**config.mk**
```make
export PLATFORM = sky130hd
export DESIGN_NAME = multdiv_unit
export DESIGN_NICKNAME = d
export VERILOG_FILES = /design/src/rtl/multdiv_unit.sv
export SDC_FILE = /design/constraint.sdc
export NUM_CORES = 1
export LEC_CHECK = 0
export CELL_PAD_IN_SITES_DETAIL_PLACEMENT = 0
export CELL_PAD_IN_SITES_GLOBAL_PLACEMENT = 1
export CORE_ASPECT_RATIO = 1.1
export CORE_MARGIN = 2
export CORE_UTILIZATION = 45
export CTS_CLUSTER_DIAMETER = 80
export DETAILED_ROUTE_END_ITERATION = 6
export DONT_BUFFER_PORTS = 1
export MAX_ROUTING_LAYER = met4
export PLACE_DENSITY = 0.86
export SLEW_MARGIN = 30
export SYNTH_ARGS = -nofsm -noshare
export SYNTH_HDL_FRONTEND = slang
export SYNTH_SLANG_ARGS = --single-unit
```
**constraint.sdc**
```tcl
create_clock -name clock -period 9.76 [get_ports clock]
set_input_delay 1.952 -clock clock [delete_from_list [all_inputs] [get_ports clock]]
set_output_delay 1.952 -clock clock [all_outputs]
set_load 0.01 [all_outputs]
```
**src/rtl/multdiv_unit.sv**
```systemverilog
// Iterative signed multiply/divide sharing one 2*WIDTH shift datapath, one bit per cycle.
// Magnitudes are processed in MUL/DIV; a single FIX cycle applies signs and loads the outputs.
module multdiv_unit #(
  parameter int WIDTH = 32
) (
  input  logic                    clock,
  input  logic                    reset_n,
  input  logic signed [WIDTH-1:0] data_operandA,
  input  logic signed [WIDTH-1:0] data_operandB,
  input  logic                    ctrl_MULT,
  input  logic                    ctrl_DIV,
  output logic signed [WIDTH-1:0] data_result,
  output logic signed [WIDTH-1:0] data_result_hi,
  output logic                    data_exception,
  output logic                    data_inputRDY,
  output logic                    data_resultRDY
);
  localparam int CW = $clog2(WIDTH);
  localparam logic [CW-1:0] LAST = CW'(WIDTH - 1);
  localparam logic [WIDTH-1:0] MIN_VAL = {1'b1, {(WIDTH-1){1'b0}}};

  typedef enum logic [1:0] {IDLE, MUL, DIV, FIX} state_t;

  state_t                  state_q, state_d;
  logic [CW-1:0]           cnt_q, cnt_d;
  logic [2*WIDTH-1:0]      acc_q, acc_d;
  logic [WIDTH-1:0]        mag_q, mag_d;
  logic                    is_div_q, is_div_d;
  logic                    neg_res_q, neg_res_d;
  logic                    neg_rem_q, neg_rem_d;
  logic                    div_exc_q, div_exc_d;
  logic signed [WIDTH-1:0] result_q, result_d;
  logic signed [WIDTH-1:0] result_hi_q, result_hi_d;
  logic                    exc_q, exc_d;
  logic                    rdy_q, rdy_d;

  logic [WIDTH:0]          mul_sum;
  logic [WIDTH:0]          rem_sh;
  logic [WIDTH-1:0]        rem_diff;
  logic                    rem_ge;
  logic [2*WIDTH-1:0]      prod_fix;
  logic [WIDTH-1:0]        quo_fix;
  logic [WIDTH-1:0]        rem_fix;

  function automatic logic [WIDTH-1:0] abs_mag(input logic signed [WIDTH-1:0] v);
    logic [WIDTH-1:0] u;
    u = v;
    return v[WIDTH-1] ? ('0 - u) : u;
  endfunction

  function automatic logic [WIDTH-1:0] cond_neg(input logic [WIDTH-1:0] v, input logic neg);
    return neg ? ('0 - v) : v;
  endfunction

  function automatic logic [2*WIDTH-1:0] cond_neg2(input logic [2*WIDTH-1:0] v, input logic neg);
    return neg ? ('0 - v) : v;
  endfunction

  // Product fits in WIDTH signed bits only when the top WIDTH+1 bits are a pure sign extension.
  function automatic logic fits_signed(input logic [2*WIDTH-1:0] p);
    logic [WIDTH:0] top;
    top = p[2*WIDTH-1:WIDTH-1];
    return (&top) | ~(|top);
  endfunction

  // Multiply: add multiplicand into the upper half when the multiplier LSB is set, then shift right.
  assign mul_sum  = {1'b0, acc_q[2*WIDTH-1:WIDTH]} + (acc_q[0] ? {1'b0, mag_q} : '0);
  // Divide: upper half is the partial remainder, lower half shifts dividend bits out and quotient bits in.
  assign rem_sh   = {acc_q[2*WIDTH-1:WIDTH], acc_q[WIDTH-1]};
  assign rem_ge   = rem_sh >= {1'b0, mag_q};
  assign rem_diff = rem_sh[WIDTH-1:0] - mag_q;

  assign prod_fix = cond_neg2(acc_q, neg_res_q);
  assign quo_fix  = cond_neg(acc_q[WIDTH-1:0], neg_res_q);
  assign rem_fix  = cond_neg(acc_q[2*WIDTH-1:WIDTH], neg_rem_q);

  always_comb begin
    state_d     = state_q;
    cnt_d       = cnt_q;
    acc_d       = acc_q;
    mag_d       = mag_q;
    is_div_d    = is_div_q;
    neg_res_d   = neg_res_q;
    neg_rem_d   = neg_rem_q;
    div_exc_d   = div_exc_q;
    result_d    = result_q;
    result_hi_d = result_hi_q;
    exc_d       = exc_q;
    rdy_d       = 1'b0;
    case (state_q)
      IDLE: begin
        if (ctrl_MULT ^ ctrl_DIV) begin
          neg_res_d = data_operandA[WIDTH-1] ^ data_operandB[WIDTH-1];
          neg_rem_d = data_operandA[WIDTH-1];
          is_div_d  = ctrl_DIV;
          cnt_d     = '0;
          div_exc_d = ($unsigned(data_operandB) == '0) ||
                      (($unsigned(data_operandA) == MIN_VAL) && ($unsigned(data_operandB) == '1));
          if (ctrl_MULT) begin
            mag_d   = abs_mag(data_operandA);
            acc_d   = {{WIDTH{1'b0}}, abs_mag(data_operandB)};
            state_d = MUL;
          end else begin
            mag_d   = abs_mag(data_operandB);
            acc_d   = {{WIDTH{1'b0}}, abs_mag(data_operandA)};
            state_d = DIV;
          end
        end
      end
      MUL: begin
        acc_d = {mul_sum, acc_q[WIDTH-1:1]};
        cnt_d = cnt_q + CW'(1);
        if (cnt_q == LAST) state_d = FIX;
      end
      DIV: begin
        acc_d = {(rem_ge ? rem_diff : rem_sh[WIDTH-1:0]), acc_q[WIDTH-2:0], rem_ge};
        cnt_d = cnt_q + CW'(1);
        if (cnt_q == LAST) state_d = FIX;
      end
      FIX: begin
        if (is_div_q) begin
          if (div_exc_q) begin
            result_d    = '0;
            result_hi_d = '0;
            exc_d       = 1'b1;
          end else begin
            result_d    = quo_fix;
            result_hi_d = rem_fix;
            exc_d       = 1'b0;
          end
        end else begin
          result_d    = prod_fix[WIDTH-1:0];
          result_hi_d = prod_fix[2*WIDTH-1:WIDTH];
          exc_d       = ~fits_signed(prod_fix);
        end
        rdy_d   = 1'b1;
        state_d = IDLE;
      end
      default: state_d = IDLE;
    endcase
  end

  always_ff @(posedge clock or negedge reset_n) begin
    if (!reset_n) begin
      state_q     <= IDLE;
      cnt_q       <= '0;
      acc_q       <= '0;
      mag_q       <= '0;
      is_div_q    <= 1'b0;
      neg_res_q   <= 1'b0;
      neg_rem_q   <= 1'b0;
      div_exc_q   <= 1'b0;
      result_q    <= '0;
      result_hi_q <= '0;
      exc_q       <= 1'b0;
      rdy_q       <= 1'b0;
    end else begin
      state_q     <= state_d;
      cnt_q       <= cnt_d;
      acc_q       <= acc_d;
      mag_q       <= mag_d;
      is_div_q    <= is_div_d;
      neg_res_q   <= neg_res_d;
      neg_rem_q   <= neg_rem_d;
      div_exc_q   <= div_exc_d;
      result_q    <= result_d;
      result_hi_q <= result_hi_d;
      exc_q       <= exc_d;
      rdy_q       <= rdy_d;
    end
  end

  assign data_result    = result_q;
  assign data_result_hi = result_hi_q;
  assign data_exception = exc_q;
  assign data_inputRDY  = (state_q == IDLE);
  assign data_resultRDY = rdy_q;

endmodule
```
* Word-level counts from Yosys, hierarchy flattened
Cells that the tools add are included.
** Storage, ports and cells
- Register bits after elaboration :: 173
- Bits in latches :: 0
- RAM bits :: 0
- ROM bits :: 0
- Input bits :: 68
- Output and inout bits :: 67
- Logic and storage cells :: 71
- Memories kept :: 0
** Cells by class
- Add/sub/neg operators :: 8
- $mul :: 0
- Divide/modulo/power cells :: 0
- Order comparisons :: 1
- Equal/unequal tests :: 8
- Shifts and indexed selects :: 0
- Muxes and demuxes :: 24
- Bitwise operators :: 5
- Reduce and logical (&&, ||, !) cells :: 13
** Operators with widths (number)
- 2-to-1 mux 32 bit :: 12
- one-hot mux 64 bit (3 select lines) :: 1
- 2-to-1 mux 64 bit :: 2
- subtractor 1 x 32 -> 32 bit, first input constant :: 4
- == test 32 bit, second input constant :: 2
- subtractor 1 x 64 -> 64 bit, first input constant :: 1
- adder 32 x 32 -> 33 bit :: 1
- >= comparator 33 x 32 -> 1 bit :: 1
- AND reduction 33 bit :: 1
- OR reduction 33 bit :: 1
- logical NOT 32 bit :: 1
- subtractor 32 bit :: 1
- one-hot mux 5 bit (2 select lines) :: 1
- AND reduction 2 bit :: 4
- 2-to-1 mux 2 bit :: 3
- one-hot mux 2 bit (3 select lines) :: 1
- adder 5 x 1 -> 5 bit, second input constant :: 1
- == test 5 bit, second input constant :: 1
- 2-to-1 mux 5 bit :: 1
- == test 2 bit, second input constant :: 2
- != test 2 x 1 -> 1 bit, second input constant :: 2
- 2-to-1 mux 1 bit :: 3
- nonzero test 3 bit :: 1
- == test 2 x 1 -> 1 bit, second input constant :: 1
- 8 further kinds :: 10

* Depth between registers and ports, before layout
- Depth in word-level cells :: 7
- Depth in mapped cells :: 14
- Gate-level depth less buffers :: 12

* Worst setup path after synthesis
Ideal clock, no wire load.
- Kind :: input-to-reg
- From :: input port data_operandB[17]
- To :: register acc_q[26]
- Setup time :: 0.129 ns
- Data arrival time :: 4.150 ns
- Data required time :: 9.631 ns
- Slack :: 5.481 ns
- Stages :: 9
- Buffers on the path :: 0
- Cell sequence :: or4_1 > nor4_1 > nand4_1 > or3_1 > o41ai_1 > xor2_1 > a21oi_1 > o21ai_0 > o21ai_1
** Between the ends
- Word-level cells in the longest chain between the ends :: 5
** RTL lines
- start: declaration :: line 9 : input logic signed [WIDTH-1:0] data_operandB,
- subtractor 1 x 32 -> 32 bit :: line 48 : return v[WIDTH-1] ? ('0 - u) : u;
- 2-to-1 mux 32 bit :: line 48
- 2-to-1 mux 32 bit :: line 99 : if (ctrl_MULT) begin
- 2-to-1 mux 64 bit :: line 92 : if (ctrl_MULT ^ ctrl_DIV) begin
- one-hot mux 64 bit (3 select lines) :: line 90 : case (state_q)
- end signal: assignment :: line 147 : acc_q <= '0;
- end signal: assignment :: line 160 : acc_q <= acc_d;
- end: declaration :: line 26 : logic [2*WIDTH-1:0] acc_q, acc_d;
No other way between the ends. The select of a mux whose other input is x is not followed.
A chain may end at the register's enable or synchronous reset.

* Worst setup path in the final report
- From :: input port data_operandA[0]
- To :: register acc_q[30]
** Between the ends
- Word-level cells in the longest chain between the ends :: 5
** RTL lines
- start: declaration :: line 8 : input logic signed [WIDTH-1:0] data_operandA,
- subtractor 1 x 32 -> 32 bit :: line 48
- 2-to-1 mux 32 bit :: line 48
- 2-to-1 mux 32 bit :: line 99
- 2-to-1 mux 64 bit :: line 92
- one-hot mux 64 bit (3 select lines) :: line 90
No other way between the ends. The select of a mux whose other input is x is not followed.

==> summary.txt <==
Outcome
  • Status: completed

Clocking
  • Htree depth: 4
  • CTS sink cnt: 173
  • Cts repair resizes: 0
  • Postcts setup bufs: 0
  • Clock buffer depth: 2
  • Clock Latency Late Sink: between 0.4 and 0.5 ns
  • Clk root buf: clkbuf_16
  • Hold-fix buffers, CTS: 0
  • CTS tree: yes
  • Clock-pin slew on the worst setup and hold paths: roughly 0.07 ns
  • CTS buffer count: 17

Global routing
  • Initial antenna violation count: 0
  • Largest net degree at the start of global routing: 174
  • Gr usage total: 28.1%
  • Grt total ovfl: 0
  • Vias in the first global route: 13,864
  • First-pass GRT wire length: 77,700 um

Detailed routing
  • Post-DR vias/cell: 6.33
  • Drt first pass iters: 6
  • # DRC: 0
  • WL final: 49,500 um
  • DR WL/cell: 21.4 um
  • Vias post-DR: 14,647
  • Initial drt markers: 1,460
  • Antenna-violating nets left: 0

Finish
  • Number of diodes: 0
  • Reg area: 4330 um^2
  • Most common cell after layout, fill and taps aside: o21ai_0
  • Layout fillers: 3,335
  • Multi-input gate area: 10,400 um^2
  • Post-Route Utilization: 47.6%
  • Design Area, Final: approximately 16,000 um^2
  • Area Overhead vs Synth: 4.44%
  • Share of cells above drive strength 1: 5.12%
  • Fin nets: 2,007
  • Most frequent cells in the layout: o21ai_0, nand2_1, dfrtp_1

STA
  • RSZ-0062 raised after global routing: false
  • Clk_skew: 0.0166 ns
  • Final Hold Viols: 0
  • Slew @ Worst Pin: 0.953 ns
  • Endpoints failing setup: 0
  • Final TNS setup: 0 ns
  • Slew headroom: 35.5%
  • Peak Freq: 0.235 GHz
  • Period utilisation layout: between 40% and 50%
  • Worst setup margin: 5.50 ns
  • Max Slew Vio Count: 0
  • Final min period: 4.26 ns

Floorplan
  • Io pins: 135
  • Core ar.: 34,200 um^2
  • Die X: about 180 um
  • DIE HEIGHT: 199 um
  • Initial core utilization: 45.6%
  • Rows: 71
  • DIE AREA: between 30,000 and 40,000 um^2

Worst hold path
  • HP Class: flop to flop
  • Hold depth: 2

Pwr
  • Sw Share: 53.2%
  • Power Total: between 5 and 6 mW
  • Sw power: 3.09 mW
  • Int Pwr: 2.73 mW
  • Logic gate share of total power: 61.8%
  • LEAKAGE: 7.01 nW
  • PD cells: 357 nW/um^2
  • Worst IR Drop VDD: 0.275 mV
  • Seq pwr share: between 20% and 30%
  • Fraction of power consumed by the clock network: 12.0%

Setup path
  • Critical Path Sink Type: flop
  • Worst Setup SP: data_operandA[0]
  • R2r startpoint: acc_q[41]
  • Worst reg2reg endpoint: acc_q[45]
  • Worst setup path endpoint: acc_q[30]
  • Path depth of the worst reg2reg path: 11
  • Crit path arrival time: about 4.6 ns
  • WS Path Type: input pin to flop
  • Critical Path Start Type: input pin
  • Reg2reg setup slack: around 5.6 ns
  • Required @ worst endpoint: 10.14 ns
  • Largest fanout on the critical path: 5

Synth
  • Synth async-reset ratio: 100%
  • Mapped Nets: 2,122
  • Post-synth EDFFs: 0
  • #FFs+latches synth: between 150 and 200
  • Synth warn: 0
  • Sequential area share after synthesis: 27.8%
  • Cell count after synthesis: 1,977
  • Post-Syn Area per Cell: 7.89 um^2
  • Main synth FF type: dfrtp_1
  • Unique masters post-synth: 81
  • Synthesized area: about 16,000 um^2

Placement
  • Dpl ws: 5.10 ns
  • DPL Wire Length: 37,000 um
  • Port Buffers: 0
  • Placer Congestion: 0.952
  • Area post-placement: 15,700 um^2

Run
  • Max-cap violation count: 0
==> cells by family (layout without fill, tap and decap cells) <==
group / Yosys count / after routing / synth area share, %
buf+inv: 239 / 137 / 6.02
mux: 42 / 42 / 2.74
simple gates: 576 / 576 / 18.6
fa+ha+maj: 77 / 77 / 6.27
flops: 173 / 173 / 27.8
xor+xnor: 197 / 197 / 11.1
compound gates: 673 / 673 / 27.6
==> cell usage after synthesis, types with 21 or more instances <==
cell type	n	area share [%]
a22oi_1	44	2.1
o21a_1	34	1.6
o31ai_1	41	2.0
nand4_1	34	1.4
or3_1	24	0.96
nor2_1	156	3.8
or4_1	26	1.3
ha_1	75	6.0
o41ai_1	21	1.2
dfrtp_1	173	28
nor3_1	31	0.99
inv_1	92	2.2
xor2_1	119	6.7
nand2_1	185	4.5
xnor2_1	78	4.4
o21ai_0	204	6.5
nand3_1	23	0.74
o221ai_1	32	1.8
o22ai_1	38	1.5
clkbuf_1	120	2.9
a21o_1	31	1.5
mux2i_1	37	2.4
a21oi_1	126	4.0
==> sequential cells by signal, indices dropped and copies added, names as in the netlist <==
signal	count
is_div_q	1
data_exception	1
div_exc_q	1
mag_q	32
acc_q	64
data_resultRDY	1
data_result	32
neg_rem_q	1
cnt_q	5
data_result_hi	32
neg_res_q	1
state_q	2
==> stage by stage <==
step	hold slack [ns]	std cells
floorplan	0.450	1977
global placement	0.463	2281
detailed placement	0.472	2281
CTS	0.487	2313
global route	0.515	2313
finish	0.480	2313
==> worst min-delay path by stage <==
stage | slack [ns] | end | start
2_1_floorplan | 0.45 | mag_q[30] | mag_q[30]
3_3_place_gp | 0.46 | mag_q[23] | mag_q[23]
3_5_place_dp | 0.47 | mag_q[19] | mag_q[19]
4_1_cts | 0.49 | mag_q[19] | mag_q[19]
5_1_grt | 0.51 | mag_q[19] | mag_q[19]
6_report | 0.48 | mag_q[8] | mag_q[8]
==> routing by layer <==
layer  wire (um)  GRT usage [%]  vias to the layer above
met5           0              -                        -
met4        2540           13.9                        0
met3        2970           3.81                      112
met2       23600           45.9                      594
met1       20400           34.3                     6963
li1            -              -                     6978
==> power groups by stage <==
stage / sequential, mW / clock, mW / combinational, mW
after CTS: 1.52 / 0.710 / 3.55
after detailed placement: 1.53 / 0 / 3.53
after floorplan: 1.27 / 0 / 2.90
final: 1.52 / 0.700 / 3.60
after global placement: 1.52 / 0 / 3.48
after global routing: 1.56 / 0.731 / 3.98
==> critical path, stage by stage <==
cell      delay [ns]
inv_1           0.06
ha_1            0.16
or3b_2          0.51
nor4_1          0.67
nand4_1         0.26
o31ai_1         0.31
xnor2_1         0.19
nor2_1          0.06
a211oi_1        0.23
a21oi_1         0.07
o21ai_1         0.15
==> layout make-up <==
type | count | share of cell area (%)
Multi-Input combinational cell | 1565 | 63.7
Timing Repair Buffer | 12 | 0.553
Clock inverter | 12 | 0.753
Sequential cell | 173 | 26.6
Tap cell | 438 | 3.36
Clock buffer | 20 | 2.86
Inverter | 93 | 2.14
Power figures use the tool's default switching activity.
